File: src/rtl/i2c_pkg.sv
// Shared types and constants for the I2C target.
// Read support is built only when I2C_SLAVE_READ_EN is defined.
package i2c_pkg;

  localparam int BYTE_W = 8;
  localparam int RW_BIT = 0;

  localparam logic RW_READ   = 1'b1;
  localparam logic ACK_BIT   = 1'b0;
  localparam logic NACK_BIT  = 1'b1;
  localparam logic START_SDA = 1'b0;
  localparam logic STOP_SDA  = 1'b1;

  localparam logic [6:0] GCALL_ADDR = 7'h00;

  typedef enum logic [3:0] {
    S_IDLE,
    S_ADDR,
    S_ADDR_ACK,
    S_REG,
    S_REG_ACK,
    S_WDATA,
    S_WDATA_ACK,
    S_RDATA,
    S_RDATA_ACK
  } state_t;

endpackage

File: src/rtl/i2c_line_sync.sv
// SCL/SDA synchronizer with registered edge and START/STOP pulses.
// Pin change to pulse output takes three clocks.
module i2c_line_sync
  import i2c_pkg::*;
(
  input  logic clk,
  input  logic reset,
  input  logic scl_in,
  input  logic sda_in,
  output logic scl_rise,
  output logic scl_fall,
  output logic start_det,
  output logic stop_det,
  output logic sda
);

  logic [1:0] scl_s;
  logic [1:0] sda_s;
  logic       scl_q;
  logic       sda_q;

  // Two-flop synchronizers, a history flop and registered event pulses
  always_ff @(posedge clk or negedge reset) begin
    if (!reset) begin
      scl_s     <= 2'b11;
      sda_s     <= 2'b11;
      scl_q     <= 1'b1;
      sda_q     <= 1'b1;
      scl_rise  <= 1'b0;
      scl_fall  <= 1'b0;
      start_det <= 1'b0;
      stop_det  <= 1'b0;
    end else begin
      scl_s     <= {scl_s[0], scl_in};
      sda_s     <= {sda_s[0], sda_in};
      scl_q     <= scl_s[1];
      sda_q     <= sda_s[1];
      scl_rise  <= scl_s[1] & ~scl_q;
      scl_fall  <= ~scl_s[1] & scl_q;
      start_det <= scl_s[1] & scl_q
                 & (sda_q != START_SDA)
                 & (sda_s[1] == START_SDA);
      stop_det  <= scl_s[1] & scl_q
                 & (sda_q != STOP_SDA)
                 & (sda_s[1] == STOP_SDA);
    end
  end

  assign sda = sda_q;

endmodule

File: src/rtl/i2c_slave_target.sv
// I2C target: address match, register pointer, write and read data.
// Read transfers are built only when I2C_SLAVE_READ_EN is defined.
module i2c_slave_target
  import i2c_pkg::*;
#(
  parameter logic [6:0] SLAVE_ADDR = 7'h42
) (
  input  logic              clk,
  input  logic              reset,
  input  logic              scl_in,
  input  logic              sda_in,
  output logic              sda_oe,
  output logic [BYTE_W-1:0] reg_addr,
  output logic [BYTE_W-1:0] reg_wdata,
  output logic              reg_wr,
  output logic              reg_rd,
  input  logic [BYTE_W-1:0] reg_rdata,
  output logic              busy
);

  logic              scl_rise;
  logic              scl_fall;
  logic              start_det;
  logic              stop_det;
  logic              sda;
  state_t            state;
  logic [2:0]        cnt;
  logic [BYTE_W-1:0] shreg;
  logic [BYTE_W-1:0] nbyte;
  logic              ack_on;
  logic              hit;
  logic              last;

  i2c_line_sync u_sync (
    .clk       (clk),
    .reset     (reset),
    .scl_in    (scl_in),
    .sda_in    (sda_in),
    .scl_rise  (scl_rise),
    .scl_fall  (scl_fall),
    .start_det (start_det),
    .stop_det  (stop_det),
    .sda       (sda)
  );

  assign nbyte = {shreg[BYTE_W-2:0], sda};
  assign last  = (cnt == 3'd7);

`ifdef I2C_SLAVE_READ_EN
  logic rd_mode;

  assign hit = (nbyte[7:1] == SLAVE_ADDR)
             && (nbyte[7:1] != GCALL_ADDR);
`else
  logic unused_rdata;

  assign unused_rdata = ^reg_rdata;
  assign reg_rd       = 1'b0;
  assign hit = (nbyte[7:1] == SLAVE_ADDR)
             && (nbyte[7:1] != GCALL_ADDR)
             && (nbyte[RW_BIT] != RW_READ);
`endif

  // Protocol FSM: framing, ACK driving, pointer and register strobes
  always_ff @(posedge clk or negedge reset) begin
    if (!reset) begin
      state     <= S_IDLE;
      cnt       <= '0;
      shreg     <= '0;
      ack_on    <= 1'b0;
      sda_oe    <= 1'b0;
      reg_addr  <= '0;
      reg_wdata <= '0;
      reg_wr    <= 1'b0;
      busy      <= 1'b0;
`ifdef I2C_SLAVE_READ_EN
      rd_mode   <= 1'b0;
      reg_rd    <= 1'b0;
`endif
    end else begin
      reg_wr <= 1'b0;
      if (reg_wr) reg_addr <= reg_addr + 8'd1;
`ifdef I2C_SLAVE_READ_EN
      reg_rd <= 1'b0;
      if (reg_rd) begin
        shreg  <= reg_rdata;
        sda_oe <= ~reg_rdata[BYTE_W-1];
      end
`endif
      if (stop_det) begin
        state  <= S_IDLE;
        sda_oe <= 1'b0;
        busy   <= 1'b0;
        ack_on <= 1'b0;
      end else if (start_det) begin
        state  <= S_ADDR;
        sda_oe <= 1'b0;
        cnt    <= '0;
        ack_on <= 1'b0;
      end else begin
        case (state)
          S_IDLE: ;
          S_ADDR: begin
            if (scl_rise) begin
              shreg <= nbyte;
              cnt   <= cnt + 3'd1;
              if (last) begin
                if (hit) begin
                  state <= S_ADDR_ACK;
                  busy  <= 1'b1;
`ifdef I2C_SLAVE_READ_EN
                  rd_mode <= nbyte[RW_BIT];
`endif
                end else begin
                  state <= S_IDLE;
                  busy  <= 1'b0;
                end
              end
            end
          end
          S_ADDR_ACK, S_REG_ACK, S_WDATA_ACK: begin
            if (scl_fall) begin
              if (!ack_on) begin
                sda_oe <= ~ACK_BIT;
                ack_on <= 1'b1;
              end else begin
                sda_oe <= 1'b0;
                ack_on <= 1'b0;
                cnt    <= '0;
                state  <= S_WDATA;
                if (state == S_ADDR_ACK) state <= S_REG;
`ifdef I2C_SLAVE_READ_EN
                if (state == S_ADDR_ACK && rd_mode == RW_READ) begin
                  state  <= S_RDATA;
                  reg_rd <= 1'b1;
                end
`endif
              end
            end
          end
          S_REG, S_WDATA: begin
            if (scl_rise) begin
              shreg <= nbyte;
              cnt   <= cnt + 3'd1;
              if (last) begin
                if (state == S_REG) begin
                  reg_addr <= nbyte;
                  state    <= S_REG_ACK;
                end else begin
                  reg_wdata <= nbyte;
                  reg_wr    <= 1'b1;
                  state     <= S_WDATA_ACK;
                end
              end
            end
          end
`ifdef I2C_SLAVE_READ_EN
          S_RDATA: begin
            if (scl_fall) begin
              if (last) begin
                sda_oe <= 1'b0;
                cnt    <= '0;
                ack_on <= 1'b0;
                state  <= S_RDATA_ACK;
              end else begin
                sda_oe <= ~shreg[BYTE_W-2];
                shreg  <= shreg << 1;
                cnt    <= cnt + 3'd1;
              end
            end
          end
          S_RDATA_ACK: begin
            if (scl_rise) begin
              if (sda == NACK_BIT) begin
                state <= S_IDLE;
                busy  <= 1'b0;
              end else begin
                reg_addr <= reg_addr + 8'd1;
                ack_on   <= 1'b1;
              end
            end
            if (scl_fall && ack_on) begin
              reg_rd <= 1'b1;
              cnt    <= '0;
              ack_on <= 1'b0;
              state  <= S_RDATA;
            end
          end
`endif
          default: state <= S_IDLE;
        endcase
      end
    end
  end

endmodule
File: config.mk
export PLATFORM = sky130hd
export DESIGN_NAME = i2c_slave_target
export DESIGN_NICKNAME = d
export VERILOG_FILES = /design/src/rtl/i2c_pkg.sv /design/src/rtl/i2c_line_sync.sv /design/src/rtl/i2c_slave_target.sv
export SDC_FILE = /design/constraint.sdc
export NUM_CORES = 1
export LEC_CHECK = 0
export ABC_AREA = 1
export CAP_MARGIN = 10
export CORE_ASPECT_RATIO = 1.1
export CORE_MARGIN = 1.5
export CORE_UTILIZATION = 35
export CTS_CLUSTER_DIAMETER = 120
export DETAILED_ROUTE_END_ITERATION = 7
export HOLD_SLACK_MARGIN = 0.03
export PLACE_DENSITY_LB_ADDON = 0.1
export SLEW_MARGIN = 20
export SYNTH_ARGS = -nofsm -noshare
export SYNTH_HDL_FRONTEND = slang
export SYNTH_HIERARCHICAL = 1
export SYNTH_SLANG_ARGS = --single-unit
File: constraint.sdc
create_clock -name clk -period 4.1 [get_ports clk]
set_input_delay 0.82 -clock clk [delete_from_list [all_inputs] [get_ports clk]]
set_output_delay 0.82 -clock clk [all_outputs]
set_load 0.1 [all_outputs]
==> results of run 1 <==
## stage by stage
stage,setup WS (ps),hold WS (ps),std cells
2_1_floorplan,2060,345.2,232
3_3_place_gp,1720,347.0,324
3_5_place_dp,1721,347.2,324
4_1_cts,1389,359.6,332
5_1_grt,1341,365.9,332
6_report,1409,357.4,332
## state kept, by name (all words and copies together), names as in the netlist
register / flops
ack_on: 1
busy: 1
cnt: 3
reg_addr: 8
reg_wdata: 8
reg_wr: 1
shreg: 7
state: 3
u_sync/scl_fall: 1
u_sync/scl_q: 1
u_sync/scl_rise: 1
u_sync/scl_s: 2
u_sync/sda: 1
u_sync/sda_s: 2
u_sync/start_det: 1
u_sync/stop_det: 1
## cells in the final DEF (no fill, tap or decap), types with 2 or more instances in the layout
master	instances
sky130_fd_sc_hd__inv_1	30
sky130_fd_sc_hd__nor2_2	2
sky130_fd_sc_hd__o21ai_0	10
sky130_fd_sc_hd__a21oi_1	6
sky130_fd_sc_hd__nand3_2	2
sky130_fd_sc_hd__clkbuf_8	6
sky130_fd_sc_hd__or2_2	2
sky130_fd_sc_hd__nand3b_1	3
sky130_fd_sc_hd__nand2_1	76
sky130_fd_sc_hd__nor2_1	20
sky130_fd_sc_hd__o21ai_1	12
sky130_fd_sc_hd__dfrtp_1	36
sky130_fd_sc_hd__dfstp_2	6
sky130_fd_sc_hd__ha_1	3
sky130_fd_sc_hd__clkdlybuf4s50_1	21
sky130_fd_sc_hd__nand3_1	9
sky130_fd_sc_hd__nand4_1	2
## final cells by class
cell class,instances,area (um^2),area share [%]
inverter,31,116.4,5.079
clock buffer,6,82.58,3.605
multi-input combinational,154,711.9,31.08
timing repair buffer,22,215.2,9.394
tap,75,93.84,4.096
sequential,42,1059,46.20
clock inverter,2,12.51,0.5461
## power by group
part           internal (mW)  switching (mW)  leakage [nW]  total, mW
clock network          0.135           0.142        0.0472      0.278
logic                 0.0160          0.0436         0.492     0.0597
registers              0.431          0.0113         0.562      0.442
## kinds of logic (layout without fill, tap and decap cells)
logic type	Yosys count	count (layout)	share of synthesized area, %
flip-flops	42	42	55.29
AND/OR/NAND/NOR	118	118	25.95
AO/OA/AOI/OAI	30	30	8.105
other	1	1	0.1959
adder cells (fa/ha/maj)	3	3	1.961
XOR/XNOR	1	1	0.4576
buffers and inverters	36	61	7.516
multiplexers	1	1	0.5229
## layer usage
| layer | up-vias | share of wire, % |
|---|---|---|
| met5 | - | 0 |
| met1 | 626 | 55 |
| met4 | 0 | 1.8 |
| li1 | 768 | - |
| met3 | 5 | 3.8 |
| met2 | 24 | 40 |
## how the worst min path moves through the flow
stage	start	to	slack, ps
floorplan	u_sync/scl_s[0]	u_sync/scl_s[1]	350
finish	u_sync/sda_s[0]	u_sync/sda_s[1]	360
global placement	u_sync/scl_s[0]	u_sync/scl_s[1]	350
CTS	u_sync/sda_s[0]	u_sync/sda_s[1]	360
detailed placement	u_sync/scl_s[0]	u_sync/scl_s[1]	350
global route	u_sync/sda_s[0]	u_sync/sda_s[1]	370
==> metrics.log, run 1 <==
[metrics] unrepaired setup endpoints after global routing: false
[metrics] result of the run: completed
[metrics] post-layout instance area: 2291 um^2
[metrics] relative slew slack: 35.31%
[metrics] clock period minus final worst setup slack: 2691 ps
[metrics] vias after detailed routing: 1,423
[metrics] most instantiated flip-flop cell in the synthesis netlist: sky130_fd_sc_hd__dfrtp_1
[metrics] most instantiated cells after synthesis: sky130_fd_sc_hd__nand2_1, sky130_fd_sc_hd__dfrtp_1, sky130_fd_sc_hd__inv_1, sky130_fd_sc_hd__nor2_1, sky130_fd_sc_hd__o21ai_1
[metrics] global-route wire length before repair: 6023 um
[metrics] largest fanout on the critical path: 6
[metrics] number of nets in the final layout: 271
[metrics] total congestion overflow after global routing: 0
[metrics] part of the cycle the worst path needs: 65.64%
[metrics] buffer depth of the longest clock path: 2
[metrics] Critical Path Max Stage Delay: 1160 ps
[metrics] Row Count: 28
[metrics] worst-case vdd ir drop: 0.2260 mV
[metrics] gp weighted congestion: 0.7247
[metrics] starting utilization of the core area: 35.95%
[metrics] synthesized instance count: 232
[metrics] number of global-route vias before repair: 1,302
[metrics] clock root buffer: sky130_fd_sc_hd__clkbuf_8
[metrics] sum of routed wire length over all layers: 3591 um
[metrics] cell count of the worst reg-to-reg path: 7
[metrics] # fillers: 556
[metrics] area share of the leading cell type in the synthesized netlist: 47.06%
[metrics] first-pass detailed-route iteration total: 4
[metrics] cells taking the most area after synthesis: sky130_fd_sc_hd__dfrtp_1, sky130_fd_sc_hd__nand2_1, sky130_fd_sc_hd__dfstp_2, sky130_fd_sc_hd__inv_1, sky130_fd_sc_hd__nor2_1
[metrics] CP Capture Type: output pin
[metrics] met2 usage: 19.19%
[metrics] end of the worst register-to-register path: reg_addr[3]
[metrics] Max Cap Violations: 0
[metrics] vias per std cell: 4.286
[metrics] library cells used by synthesis: 25
[metrics] area of the die: 5923 um^2
[metrics] count of buffers from port buffering: 22
[metrics] later-pin clock latency in the skew report: 290 ps
[metrics] share of post-route cells with drive strength above 1: 9.339%
[metrics] most frequent cell after synthesis: sky130_fd_sc_hd__nand2_1
[metrics] data required time at the worst endpoint: 3280 ps
[metrics] ordered list of cells on the worst path: clkdlybuf4s50_1
[metrics] minimum setup slack among reg-to-reg paths: 2370 ps
[metrics] arrival time at the worst endpoint: 1870 ps
[metrics] CTS buffer count: 5
[metrics] hold-critical path depth: 0
[metrics] type of the tightest min-delay check: flip-flop to flip-flop
[metrics] startpoint of the most critical register-to-register path: cnt[0]
[metrics] total negative slack for setup checks: 0 ps
[metrics] post-synthesis instance area: 1914 um^2
[metrics] DRC viols: 0
[metrics] Top Family by Delay on Critical Path: buffers and inverters
[metrics] antenna violations before repair: 0
[metrics] FF+latch count, synth: 42
[metrics] area added between synthesis and finish: 19.67%
[metrics] buffering stage count on the worst path with inverters included: 1
[metrics] pin slew with the least headroom to its limit: 967.3 ps
[metrics] WP depth: 1
[metrics] count of inserted antenna diode cells: 0
[metrics] initial DRC count: 60
[metrics] final count of negative-setup-slack endpoints: 0
[metrics] CTS tree: done
[metrics] global routing met3 resource utilization: 3.764%
[metrics] core area: 5325 um^2
[metrics] Post-CTS Resized: 0
[metrics] Post-CTS Setup Bufs: 0
[metrics] Static Leak: 1.101 nW
[metrics] clk_skew: 6.612 ps
[metrics] crit path max-delay cell type: sky130_fd_sc_hd__clkdlybuf4s50_1
[metrics] share of synthesized flip-flops with an asynchronous set or reset: 100.0%
[metrics] Power, Total: 779.5 uW
[metrics] clock sinks: 42
[metrics] clock-pin slew reported for the worst setup and hold paths after clock tree synthesis: 80 ps
[metrics] power density relative to cell area: 340.2 nW/um^2
[metrics] post-synthesis cell type with the largest combined area: sky130_fd_sc_hd__dfrtp_1
[metrics] top-level port count: 32
[metrics] number of failing hold endpoints at the final stage: 0
[metrics] final core utilization: 43.02%
[metrics] hold buffer count at CTS: 0
[metrics] x dimension of the die: 73.52 um
[metrics] area after detailed placement: 2196 um^2
[metrics] met1 capacity usage during global routing: 18.79%
[metrics] largest net degree at the start of global routing: 43
[metrics] highest achievable clock rate: 371.5 MHz
[metrics] # H-tree levels: 2
[metrics] global-route usage over all layers: 13.40%
[metrics] remaining antenna violation count after routing: 0
[metrics] count of synthesis-stage warnings from yosys: 6
[metrics] die height: 80.57 um
[metrics] portion of the post-synthesis area used by sequential elements: 55.29%
[metrics] number of flops mapped to enable cells by yosys: 0
[metrics] startpoint of the most critical setup path: reg_addr[5]
[metrics] routing layer with the top usage in global route: met2
[metrics] synthesized area per cell: 8.251 um^2
[metrics] detailed-placement wirelength estimate: 2488 um
[metrics] Synthesized Nets: 247
[metrics] timing endpoint of the critical path: reg_addr[5]
[metrics] routed wire length per instance: 10.82 um
[metrics] critical path start-end classification: flip-flop to output pin
[metrics] total count of max-transition violations in the final report: 0
[metrics] Worst Setup Start Kind: flip-flop
Note: power is estimated with default switching activity, not from simulation.
==> run 2: changes to the inputs <==
==> constraint.sdc (replaced) <==
create_clock -name clk -period 2.6 [get_ports clk]
set_input_delay 0.52 -clock clk [delete_from_list [all_inputs] [get_ports clk]]
set_output_delay 0.52 -clock clk [all_outputs]
set_load 0.1 [all_outputs]
==> run 2 against run 1 <==
  * Global-route usage up 0.15 points
  * Worst setup slack lost 520 ps
  * Utilization down 0.47 points
  * Die area is the same
  * Wire length shrank 0.42%
  * Clock skew grew 1.9 ps
  * Worst hold slack got worse by 16 ps
  * First-iteration DRC count increased by 10%
  * Clock power up 84%
  * Critical path type is now flip-flop to flip-flop
  * Largest cell class unchanged
==> metrics.log, run 2 (synthesis gave the netlist of run 1 again) <==
[metrics] minimum setup slack among reg-to-reg paths: 890 ps (-1480 ps)
[metrics] post-layout instance area: 2266 um^2 (-1.1%)
[metrics] switching share of power: 23.96% (-1.4 points)
[metrics] Static Leak: 1.149 nW (+4.4%)
[metrics] Row Count: 28 (unchanged)
[metrics] Max Cap Violations: 0 (unchanged)
[metrics] cell count of the worst reg-to-reg path: 8 (+1)
[metrics] top-level port count: 32 (unchanged)
[metrics] total negative slack for setup checks: 0 ps (unchanged)
[metrics] clock period minus final worst setup slack: 1708 ps
[metrics] Post-CTS Resized: 0 (unchanged)
[metrics] CTS tree: done
[metrics] x dimension of the die: 73.52 um (unchanged)
[metrics] internal power of the cells: 992.0 uW (+70%)
[metrics] clock root buffer: sky130_fd_sc_hd__clkbuf_8
[metrics] type of the tightest min-delay check: primary input to async pin
[metrics] remaining antenna violation count after routing: 0 (unchanged)
[metrics] pin slew with the least headroom to its limit: 879.2 ps (-88.13 ps)
[metrics] number of nets in the final layout: 272 (+0.37%)
[metrics] number of global-route vias before repair: 1,288 (-1.1%)
[metrics] gp weighted congestion: 0.7373 (+1.7%)
[metrics] part of the cycle the worst path needs: 65.68%
[metrics] largest net degree at the start of global routing: 41 (-4.7%)
[metrics] part of the total power dissipated in sequential elements: 53.4% (-3.3 points)
[metrics] area of the die: 5923 um^2 (unchanged)
[metrics] highest achievable clock rate: 585.6 MHz
[metrics] # fillers: 555 (-0.18%)
[metrics] clk_skew: 8.534 ps (+1.921 ps)
[metrics] share of power burned in the clock network: 39.2% (+3.6 points)
[metrics] Top Family by Delay on Critical Path: simple AND/OR/NAND/NOR gates
[metrics] combinational group share of total power: 7.4% (-0.3 points)
[metrics] critical path start-end classification: flip-flop to flip-flop
[metrics] startpoint of the most critical register-to-register path: cnt[0]
[metrics] core area: 5325 um^2 (unchanged)
[metrics] CP Capture Type: flip-flop
[metrics] total congestion overflow after global routing: 0 (unchanged)
[metrics] CTS buffer count: 5 (unchanged)
[metrics] result of the run: completed
[metrics] antenna violations before repair: 0 (unchanged)
[metrics] most frequent standard cell in the layout excluding fill and tap cells: sky130_fd_sc_hd__nand2_1
[metrics] number of failing hold endpoints at the final stage: 0 (unchanged)
[metrics] arrival time at the worst endpoint: 1890 ps (+20 ps)
[metrics] hold buffer count at CTS: 0 (unchanged)
[metrics] worst-case vdd ir drop: 0.3210 mV (+42%)
[metrics] count of buffers from port buffering: 22 (unchanged)
[metrics] starting utilization of the core area: 35.95% (unchanged)
[metrics] later-pin clock latency in the skew report: 290 ps (about the same)
[metrics] initial DRC count: 66 (+10%)
[metrics] clock sinks: 42 (unchanged)
[metrics] first-pass detailed-route iteration total: 4 (unchanged)
[metrics] die height: 80.57 um (unchanged)
[metrics] Post-CTS Setup Bufs: 0 (unchanged)
[metrics] Critical Path Max Stage Delay: 400 ps (-760 ps)
[metrics] end of the worst register-to-register path: reg_addr[3]
[metrics] share of post-route cells with drive strength above 1: 16.67% (+7.3 points)
[metrics] DRC viols: 0 (unchanged)
[metrics] vias after detailed routing: 1,420 (-0.21%)
[metrics] buffering stage count on the worst path with inverters included: 1 (unchanged)
[metrics] commonest non-fill, non-tap cells in the layout: sky130_fd_sc_hd__nand2_1, sky130_fd_sc_hd__dfrtp_1, sky130_fd_sc_hd__inv_1
[metrics] unrepaired setup endpoints after global routing: false
[metrics] routed wire length per instance: 10.74 um (-0.72%)
[metrics] Worst Setup Start Kind: flip-flop
[metrics] power density relative to cell area: 575.7 nW/um^2 (+69%)
[metrics] data required time at the worst endpoint: 2780 ps (-500 ps)
[metrics] total count of max-transition violations in the final report: 0 (unchanged)
[metrics] ordered list of cells on the worst path: ha_1 > ha_1 > nand2_1 > nor2_1 > nand2_1 > inv_1 > nand2_1 > o21ai_0
[metrics] most prevalent standard cell on the critical path: sky130_fd_sc_hd__nand2_1
[metrics] sum of routed wire length over all layers: 3576 um (-0.42%)
[metrics] area after detailed placement: 2156 um^2 (-1.8%)
[metrics] global-route usage over all layers: 13.54% (+0.15 points)
[metrics] final count of negative-setup-slack endpoints: 0 (unchanged)
[metrics] vias per std cell: 4.264 (-0.51%)
[metrics] count of inserted antenna diode cells: 0 (unchanged)
[metrics] clock-pin slew reported for the worst setup and hold paths after clock tree synthesis: 80 ps (about the same)
[metrics] detailed-placement wirelength estimate: 2523 um (+1.4%)
[metrics] Net Switching: 312.5 uW (+58%)
[metrics] # H-tree levels: 2 (unchanged)
[metrics] area added between synthesis and finish: 18.37%
[metrics] top flop regs: reg_addr x8, reg_wdata x8, shreg x7
[metrics] relative slew slack: 41.39% (+6.1 points)
[metrics] crit path max-delay cell type: sky130_fd_sc_hd__dfrtp_1
[metrics] largest fanout on the critical path: 12 (+6)
[metrics] buffer depth of the longest clock path: 2 (unchanged)
[metrics] global-route wire length before repair: 5940 um (-1.4%)
==> run 2: cell count changes in the layout (fill, tap and decap cells not counted), sizes merged <==
cell,delta
clkinv,-1
buf,+20
clkdlybuf4s50,-19
bufinv,+1
==> run 2: layer usage <==
layer  track usage, %  routed length (um)  vias to the layer above
li1                 -                   -                      769
met1            19.01                1898                      625
met2            18.92                1491                       20
met3            3.764                 111                        6
met4            6.667                  76                        0
met5                0                   0                        -
==> run 2: worst register-to-register path: cells and delay by family (launching register included) <==
| kind | cells | cell delay (ps) |
|---|---|---|
| compound gates | 1 | 70 |
| fa+ha+maj | 2 | 400 |
| buf+inv | 1 | 170 |
| flops | 1 | 400 |
| simple gates | 4 | 560 |
==> run 2: how the worst max path moves through the flow <==
stage	from	endpoint	slack, ps	cells after the start
after global routing	cnt[0]	reg_addr[1]	690	8
final	cnt[0]	reg_addr[3]	890	8
after floorplan	reg_addr[1]	reg_addr[4]	560	6
after detailed placement	cnt[0]	reg_addr[1]	870	8
after global placement	cnt[0]	reg_addr[7]	890	8
after CTS	cnt[0]	reg_addr[1]	870	8
==> run 2: power by group through the flow <==
stage                     registers (mW)  logic (mW)  clock network, mW
after floorplan                    0.705      0.0666                  0
after global placement             0.710      0.0966                  0
after global routing               0.702       0.113              0.557
after detailed placement           0.709      0.0978                  0
after CTS                          0.697      0.0981              0.531
final                              0.697      0.0959              0.512
==> run 2: stage by stage <==
step	setup WS, ps	util (%)	power [mW]	std cells	hold WS, ps
3_3_place_gp	890.9	40.48	0.8064	325	346.7
2_1_floorplan	560.2	-	0.7721	232	224.4
3_5_place_dp	873.4	40.48	0.8071	325	347.2
6_report	892.3	42.55	1.304	333	341.1
5_1_grt	686.9	42.55	1.371	333	360.6
4_1_cts	867.7	42.55	1.327	333	359.3
==> run 2: final cells by class <==
type                            count  area [um^2]  share of cell area [%]
Multi-Input combinational cell    154        711.9                   31.42
Clock buffer                        6        72.57                   3.203
Inverter                           31        116.4                   5.135
Sequential cell                    42         1059                   46.71
Timing Repair Buffer               23        175.2                   7.731
Clock inverter                      2        37.54                   1.657
Tap cell                           75        93.84                   4.141
